File: src/rtl/data_mem_bank.sv
// data_mem_bank: parametrised data memory with one synchronous write port,
// two registered read ports and write-to-read forwarding. An init sequencer
// loads mem[i] = i after reset or on init_req and holds ready low meanwhile.
// Optional per-byte write enables: define DATA_MEM_BANK_BYTE_EN.
module data_mem_bank #(
  parameter int DATA_W = 32,
  parameter int ADDR_W = 5
) (
  input  logic                     clk,
  input  logic                     rst_n,
  input  logic                     init_req,
  input  logic                     wr_en,
  input  logic [ADDR_W-1:0]        wr_addr,
  input  logic signed [DATA_W-1:0] wr_data,
`ifdef DATA_MEM_BANK_BYTE_EN
  input  logic [DATA_W/8-1:0]      wr_be,
`endif
  input  logic [ADDR_W-1:0]        rd_a_addr,
  input  logic [ADDR_W-1:0]        rd_b_addr,
  output logic signed [DATA_W-1:0] rd_a_data,
  output logic signed [DATA_W-1:0] rd_b_data,
  output logic                     ready
);

  localparam int DEPTH = 1 << ADDR_W;

  typedef enum logic {
    ST_INIT,
    ST_RUN
  } state_t;

  state_t              state_q, state_d;
  logic [ADDR_W-1:0]   cnt_q, cnt_d;

  logic [DATA_W-1:0]   mem [DEPTH];

  logic [DATA_W-1:0]   merged;
  logic                mem_we;
  logic [ADDR_W-1:0]   mem_waddr;
  logic [DATA_W-1:0]   mem_wdata;

  // Counter zero-extended to the word width, or truncated when DATA_W < ADDR_W.
  logic [DATA_W+ADDR_W-1:0] init_ext;
  logic [DATA_W-1:0]        init_word;

  assign init_ext  = {{DATA_W{1'b0}}, cnt_q};
  assign init_word = init_ext[DATA_W-1:0];
  assign ready     = (state_q == ST_RUN);

  // State and init counter registers.
  always_ff @(posedge clk or negedge rst_n) begin
    if (!rst_n) begin
      state_q <= ST_INIT;
      cnt_q   <= '0;
    end else begin
      state_q <= state_d;
      cnt_q   <= cnt_d;
    end
  end

  // Next-state logic: INIT walks every address once, RUN waits for init_req.
  always_comb begin
    state_d = state_q;
    cnt_d   = cnt_q;
    case (state_q)
      ST_INIT: begin
        cnt_d = cnt_q + 1'b1;
        if (cnt_q == '1) state_d = ST_RUN;
      end
      ST_RUN: begin
        if (init_req) begin
          state_d = ST_INIT;
          cnt_d   = '0;
        end
      end
      default: begin
        state_d = ST_INIT;
        cnt_d   = '0;
      end
    endcase
  end

  // Word a RUN-time write produces; also the value forwarded to matching reads.
  always_comb begin
    merged = wr_data;
`ifdef DATA_MEM_BANK_BYTE_EN
    merged = mem[wr_addr];
    for (int unsigned k = 0; k < DATA_W / 8; k++) begin
      if (wr_be[k]) merged[k*8 +: 8] = wr_data[k*8 +: 8];
    end
`endif
  end

  // Array write port is shared between the init sequencer and the user port.
  always_comb begin
    mem_we    = 1'b0;
    mem_waddr = wr_addr;
    mem_wdata = merged;
    if (state_q == ST_INIT) begin
      mem_we    = 1'b1;
      mem_waddr = cnt_q;
      mem_wdata = init_word;
    end else begin
      mem_we    = wr_en;
    end
  end

  // Storage array; contents deliberately not reset.
  always_ff @(posedge clk) begin
    if (mem_we) mem[mem_waddr] <= mem_wdata;
  end

  // Registered read ports with same-cycle write forwarding; zero during INIT.
  always_ff @(posedge clk or negedge rst_n) begin
    if (!rst_n) begin
      rd_a_data <= '0;
      rd_b_data <= '0;
    end else if (state_q == ST_INIT) begin
      rd_a_data <= '0;
      rd_b_data <= '0;
    end else begin
      rd_a_data <= (wr_en && (wr_addr == rd_a_addr)) ? merged : mem[rd_a_addr];
      rd_b_data <= (wr_en && (wr_addr == rd_b_addr)) ? merged : mem[rd_b_addr];
    end
  end

endmodule

File: config.mk
export PLATFORM = sky130hd
export DESIGN_NAME = data_mem_bank
export DESIGN_NICKNAME = d
export VERILOG_FILES = /design/src/rtl/data_mem_bank.sv
export SDC_FILE = /design/constraint.sdc
export NUM_CORES = 1
export LEC_CHECK = 0
export BUFFER_PORTS_ARGS = -buffer_cell sky130_fd_sc_hd__buf_2
export CAP_MARGIN = 20
export CORE_ASPECT_RATIO = 0.8
export CORE_MARGIN = 8
export CORE_UTILIZATION = 39
export DETAILED_ROUTE_END_ITERATION = 8
export PLACE_DENSITY = 0.6
export SETUP_SLACK_MARGIN = 0.02
export SYNTH_ARGS = -nofsm -noshare
export SYNTH_HDL_FRONTEND = slang
export SYNTH_SLANG_ARGS = --single-unit
File: constraint.sdc
create_clock -name clk -period 2.78 [get_ports clk]
set_input_delay 0.278 -clock clk [delete_from_list [all_inputs] [get_ports clk]]
set_output_delay 0.278 -clock clk [all_outputs]
set_load 0.05 [all_outputs]
==> results.toml, run 1 <==
[grt]
grt_pass1_vias = 31000
grt.met2_usage = 0.367
antenna_found_initial = 3
grt_first_pass_wirelength_mm = 236
grt_max_degree = 74
grt_use_met1 = 0.320
grt.total_usage = 0.233
top_usage_layer = "met2"
met3_usage = 0.0567
gr-total-overflow = 0

[timing]
relSlewSlack = 0.236
finalSetupViolations = 0
period_share = 0.916
hold_ws_ps = 255
timing.fmax_ghz = 0.393
hold_viol = 0
drv_slew = 0
finClkSkew_ps = 36.7
worst_pin_slew_ps = 1140
rsz0062_at_grt = "no"
fin_crit_ps = 2550
finalWorstSetupSlack_ps = 232
tns_ps = 0

[final_layout]
fin_area_um2 = 58800
layout-drive-gt1-share = 0.359
final_cell_count_no_fill = 4743
area_growth_pct = 16.5
finalNetCount = 2956
final_cell_mix = "edfxtp_1, mux4_2, buf_4"
final_common_cell = "edfxtp_1"

[placement]
gp_congestion = 0.848
io_buffers = 115
postPlaceCellArea_um2 = 54600
numPlacedInstances = 4494
hpwlAfterDp_mm = 103
pre_cts_slack_ps = 84.1

[worst_setup_path]
max_stage_delay_ps = 520
worstSetupPathType = "flop to flop"
cp-endpoint = "mem[21][2]"
cp_cell_sequence = "inv_1 > o31ai_1 > nand2_1 > nor2_4 > buf_4"
cp_slowest_cell = "dfrtp_1"
startpoint_type = "flop"
startpoint = "cnt_q[2]"
critPathArrivalTime_ps = 2890
path_max_fanout = 17
reg2reg_depth = 5
r2r_end = "mem[21][2]"
crit_path_end_kind = "flop"
worst-r2r-setup-slack_ps = 230
reg2reg_from = "cnt_q[2]"
critical_path_required_ps = 3120

[yosys]
ys_seq_area_frac = 0.644
synth.cell_area_um2 = 50400
syn_area_per_cell_um2 = 19.3
synth-edff-count = 1024
ys_types = 69
synthFlopType = "edfxtp_1"
synth_nets = 2670
yosysWarnings = 0
ys_seq_elements = 1094
synth_cells = 2617
async_flop_share = 0.0640

[clock_tree]
clkTransAtPathRegs_ps = 60
cts.sinks = 1094
post-cts-setup-buffer-count = 0
ctsLongestPathBuffers = 3
root_buffer = "clkbuf_16"
htreeDepth = 3
tritoncts = "done"
clock_latency_ps = 740
cts_buffers = 113

[die]
io_pins = 116
coreArea_um2 = 129000
die_y_um = 338
dieArea_um2 = 141000
initial_utilization = 0.391
die-width_um = 418
rows = 118

[power_and_ir_drop]
powerDensity_nw_per_um2 = 797
peakVddDrop_v = 0.000570
p_leak_nw = 19.5

[drt]
dr.pass1.iters = 6
num_vias = 30500
wire_per_inst_um = 35.2
vias_per_cell = 6.43
finalWirelength_mm = 167
drt_iter0_markers = 4274
antenna_left = 0
drc = 0

[flow_run]
cap_violations = 0

[min_path]
hold_depth = 4
hp-class = "primary input to flop"

[status]
outcome = "finished, final reports clean"
==> how the worst min path moves through the flow <==
stage,to,from
finish,rd_a_data[6],rd_a_addr[4]
CTS,rd_a_data[6],rd_a_addr[4]
global route,rd_a_data[6],rd_a_addr[4]
floorplan,cnt_q[0],rst_n
detailed placement,rd_a_data[9],rst_n
global placement,rd_a_data[21],rst_n
==> cell usage after synthesis (all sizes together) (11+ instances only) <==
library cell | number | area share
clkbuf | 56 | 0.0042
a21oi | 35 | 0.0035
buf | 150 | 0.023
and2 | 33 | 0.0041
nor3 | 35 | 0.0035
mux2 | 33 | 0.0074
nor2 | 80 | 0.0060
o21ai | 63 | 0.0063
mux2i | 62 | 0.012
nand2b | 16 | 0.0020
nand3b | 11 | 0.0016
nor2b | 12 | 0.0015
nand3 | 38 | 0.0038
a22oi | 60 | 0.0090
nand2 | 88 | 0.0065
o22a | 11 | 0.0019
mux4 | 496 | 0.22
a221oi | 25 | 0.0045
dfrtp | 70 | 0.035
o22ai | 79 | 0.0098
edfxtp | 1024 | 0.61
o221ai | 12 | 0.0021
a22o | 16 | 0.0028
==> layer usage <==
| metal | up-vias | share of wire |
|---|---|---|
| li1 | 11800 | - |
| met1 | 16200 | 0.38 |
| met2 | 2109 | 0.47 |
| met3 | 348 | 0.11 |
| met4 | 0 | 0.036 |
| met5 | - | 0 |
==> cell type report <==
class | count | area (µm²)
Fill cell | 10800 | 70100
Sequential cell | 1094 | 32500
Multi-Input combinational cell | 1309 | 16800
Timing Repair Buffer | 377 | 3420
Clock buffer | 152 | 3110
Tap cell | 1740 | 2180
Clock inverter | 62 | 712
Inverter | 8 | 30.0
Antenna cell | 1 | 2.50
==> metrics by stage <==
| stage | total power, W | util |
|---|---|---|
| detailed placement | 0.0314 | 0.424 |
| floorplan | 0.0269 | - |
| global route | 0.0482 | 0.456 |
| global placement | 0.0310 | 0.424 |
| CTS | 0.0469 | 0.456 |
| finish | 0.0468 | 0.456 |
==> state kept, by name (all words and copies together), names as in the netlist <==
| register | flops |
|---|---|
| mem | 1024 |
| rd_a_data | 32 |
| rd_b_data | 32 |
| cnt_q | 5 |
| ready | 1 |
==> worst max-delay path, delay by kind of cell (launching register included) <==
kind / cells / cell delay [ps]
buf+inv: 2 / 640
simple gates: 2 / 530
flops: 1 / 520
compound gates: 1 / 410
==> power by group <==
group	internal, W	switching (W)
Clock	0.00914	0.00653
Sequential	0.0210	0.000903
Combinational	0.00312	0.00612
==> kinds of logic (layout without fill, tap and decap cells) <==
group | count (synthesis) | count (layout) | share of synthesized area
XOR/XNOR | 12 | 12 | 0.00208
AO/OA/AOI/OAI | 355 | 355 | 0.0485
adder cells (fa/ha/maj) | 2 | 2 | 0.000496
other | 0 | 1 | 0
buffers and inverters | 214 | 599 | 0.0274
flip-flops | 1094 | 1094 | 0.644
AND/OR/NAND/NOR | 349 | 349 | 0.0343
multiplexers | 591 | 591 | 0.243
==> timing repair <==
action	4_1_cts	5_1_grt
endpoints found under the hold margin	93	0
gates resized for setup	0	0
hold buffers	33	0
(Power assumes the default switching activity.)
==> run 2: changes to the inputs <==
==> constraint.sdc (replaced) <==
create_clock -name clk -period 2.78 [get_ports clk]
set_input_delay 0.278 -clock clk [delete_from_list [all_inputs] [get_ports clk]]
set_output_delay 0.278 -clock clk [all_outputs]
set_load 0.1 [all_outputs]
==> results.toml, run 2 (synthesis gave the netlist of run 1 again) <==
[timing]
rsz0062_at_grt = "no"
finalWorstSetupSlack_ps = 171
timing.fmax_ghz = 0.383
finalSetupViolations = 0
drv_slew = 0
hold_ws_ps = 126
worst_pin_slew_ps = 1100
relSlewSlack = 0.264
tns_ps = 0
fin_crit_ps = 2610
hold_viol = 0
finClkSkew_ps = 27.3
period_share = 0.938

[grt]
grt.total_usage = 0.240
gr-total-overflow = 0
grt_max_degree = 71
grt_pass1_vias = 31100
antenna_found_initial = 5
grt_first_pass_wirelength_mm = 241

[drt]
finalWirelength_mm = 172
drc = 0
antenna_left = 0
vias_per_cell = 6.46
wire_per_inst_um = 36.1
dr.pass1.iters = 5
drt_iter0_markers = 4234
num_vias = 30800

[die]
io_pins = 116
die_y_um = 338
dieArea_um2 = 141000
initial_utilization = 0.391
rows = 118
coreArea_um2 = 129000
die-width_um = 418

[worst_setup_path]
worstSetupPathType = "flop to output port"
startpoint_type = "flop"
critPathArrivalTime_ps = 2330
critical_path_required_ps = 2500
crit_path_end_kind = "output port"
path_max_fanout = 70

[min_path]
hp-class = "primary input to flop"

[final_layout]
final_common_cell = "edfxtp_1"
layout-drive-gt1-share = 0.365
largest_reg_flops = 1024
fin_area_um2 = 58800
top_regs = "mem (1024), rd_a_data (32), rd_b_data (32)"
final_cell_mix = "edfxtp_1, mux4_2, buf_4"
area_growth_pct = 16.6
top_register = "mem"
finalNetCount = 2984

[clock_tree]
clock_latency_ps = 730
post-cts-setup-buffer-count = 0
ctsLongestPathBuffers = 3
clkTransAtPathRegs_ps = 70
htreeDepth = 3
cts.sinks = 1094
ctsHoldBuffers = 33
tritoncts = "done"
root_buffer = "clkbuf_16"
cts_buffers = 109
cts_resized = 0

[power_and_ir_drop]
powerDensity_nw_per_um2 = 794
power_w = 0.0467
peakVddDrop_v = 0.000712
p_leak_nw = 19.6

[placement]
pre_cts_slack_ps = 173
gp_congestion = 0.873
hpwlAfterDp_mm = 107
io_buffers = 115
postPlaceCellArea_um2 = 54900

[flow_run]
cap_violations = 0

[status]
outcome = "finished, final reports clean"
[run 2: cell types whose count changed in the layout (fill, tap and decap cells not counted), sizes merged]
cell and delta:
buf +32, clkbuf +8, bufinv -7, clkinv -7, clkinvlp -4, inv +1
[run 2: metal layers]
metal / vias up / share of wire / track usage / wire (µm)
li1: 11900 / - / - / -
met1: 16400 / 0.39 / 0.331 / 66500
met2: 2197 / 0.46 / 0.375 / 79500
met3: 327 / 0.12 / 0.0623 / 20300
met4: 0 / 0.035 / 0.0788 / 5960
met5: - / 0 / 0 / 0
[run 2: critical path, stage by stage (launching register included)]
cell	delay, ps
dfrtp_4	620
buf_12	450
buf_2	520
[run 2: layout make-up]
class	count	area, µm²
antenna	1	2.50
clock buffer	160	3130
fill	10800	70100
tap	1740	2180
inverter	8	30.0
clock inverter	45	433
multi-input combinational	1309	16800
timing repair buffer	409	3690
sequential	1094	32500
[run 2: through the flow]
| stage | util | cells |
|---|---|---|
| 2_1_floorplan | - | 2617 |
| 3_3_place_gp | 0.426 | 4527 |
| 3_5_place_dp | 0.426 | 4527 |
| 4_1_cts | 0.456 | 4765 |
| 5_1_grt | 0.456 | 4766 |
| 6_report | 0.456 | 4766 |
[run 2: where the power goes]
part	total (W)	switching, W	internal [W]
clock	0.0149	0.00642	0.00846
sequential	0.0220	0.000909	0.0211
combinational	0.00982	0.00666	0.00316
[run 2: final timing paths]
check,startpoint,to,slack (ps),cells after the start
worst min-delay path,wr_en,rd_b_data[4],130,4
max in group asynchronous,rst_n,rd_b_data[11],1790,3
worst min register to register,cnt_q[4],cnt_q[4],600,2
min in group asynchronous,rst_n,rd_a_data[21],150,2
worst max-delay path,ready,ready,170,2
worst max register to register,ready,mem[8][4],330,3
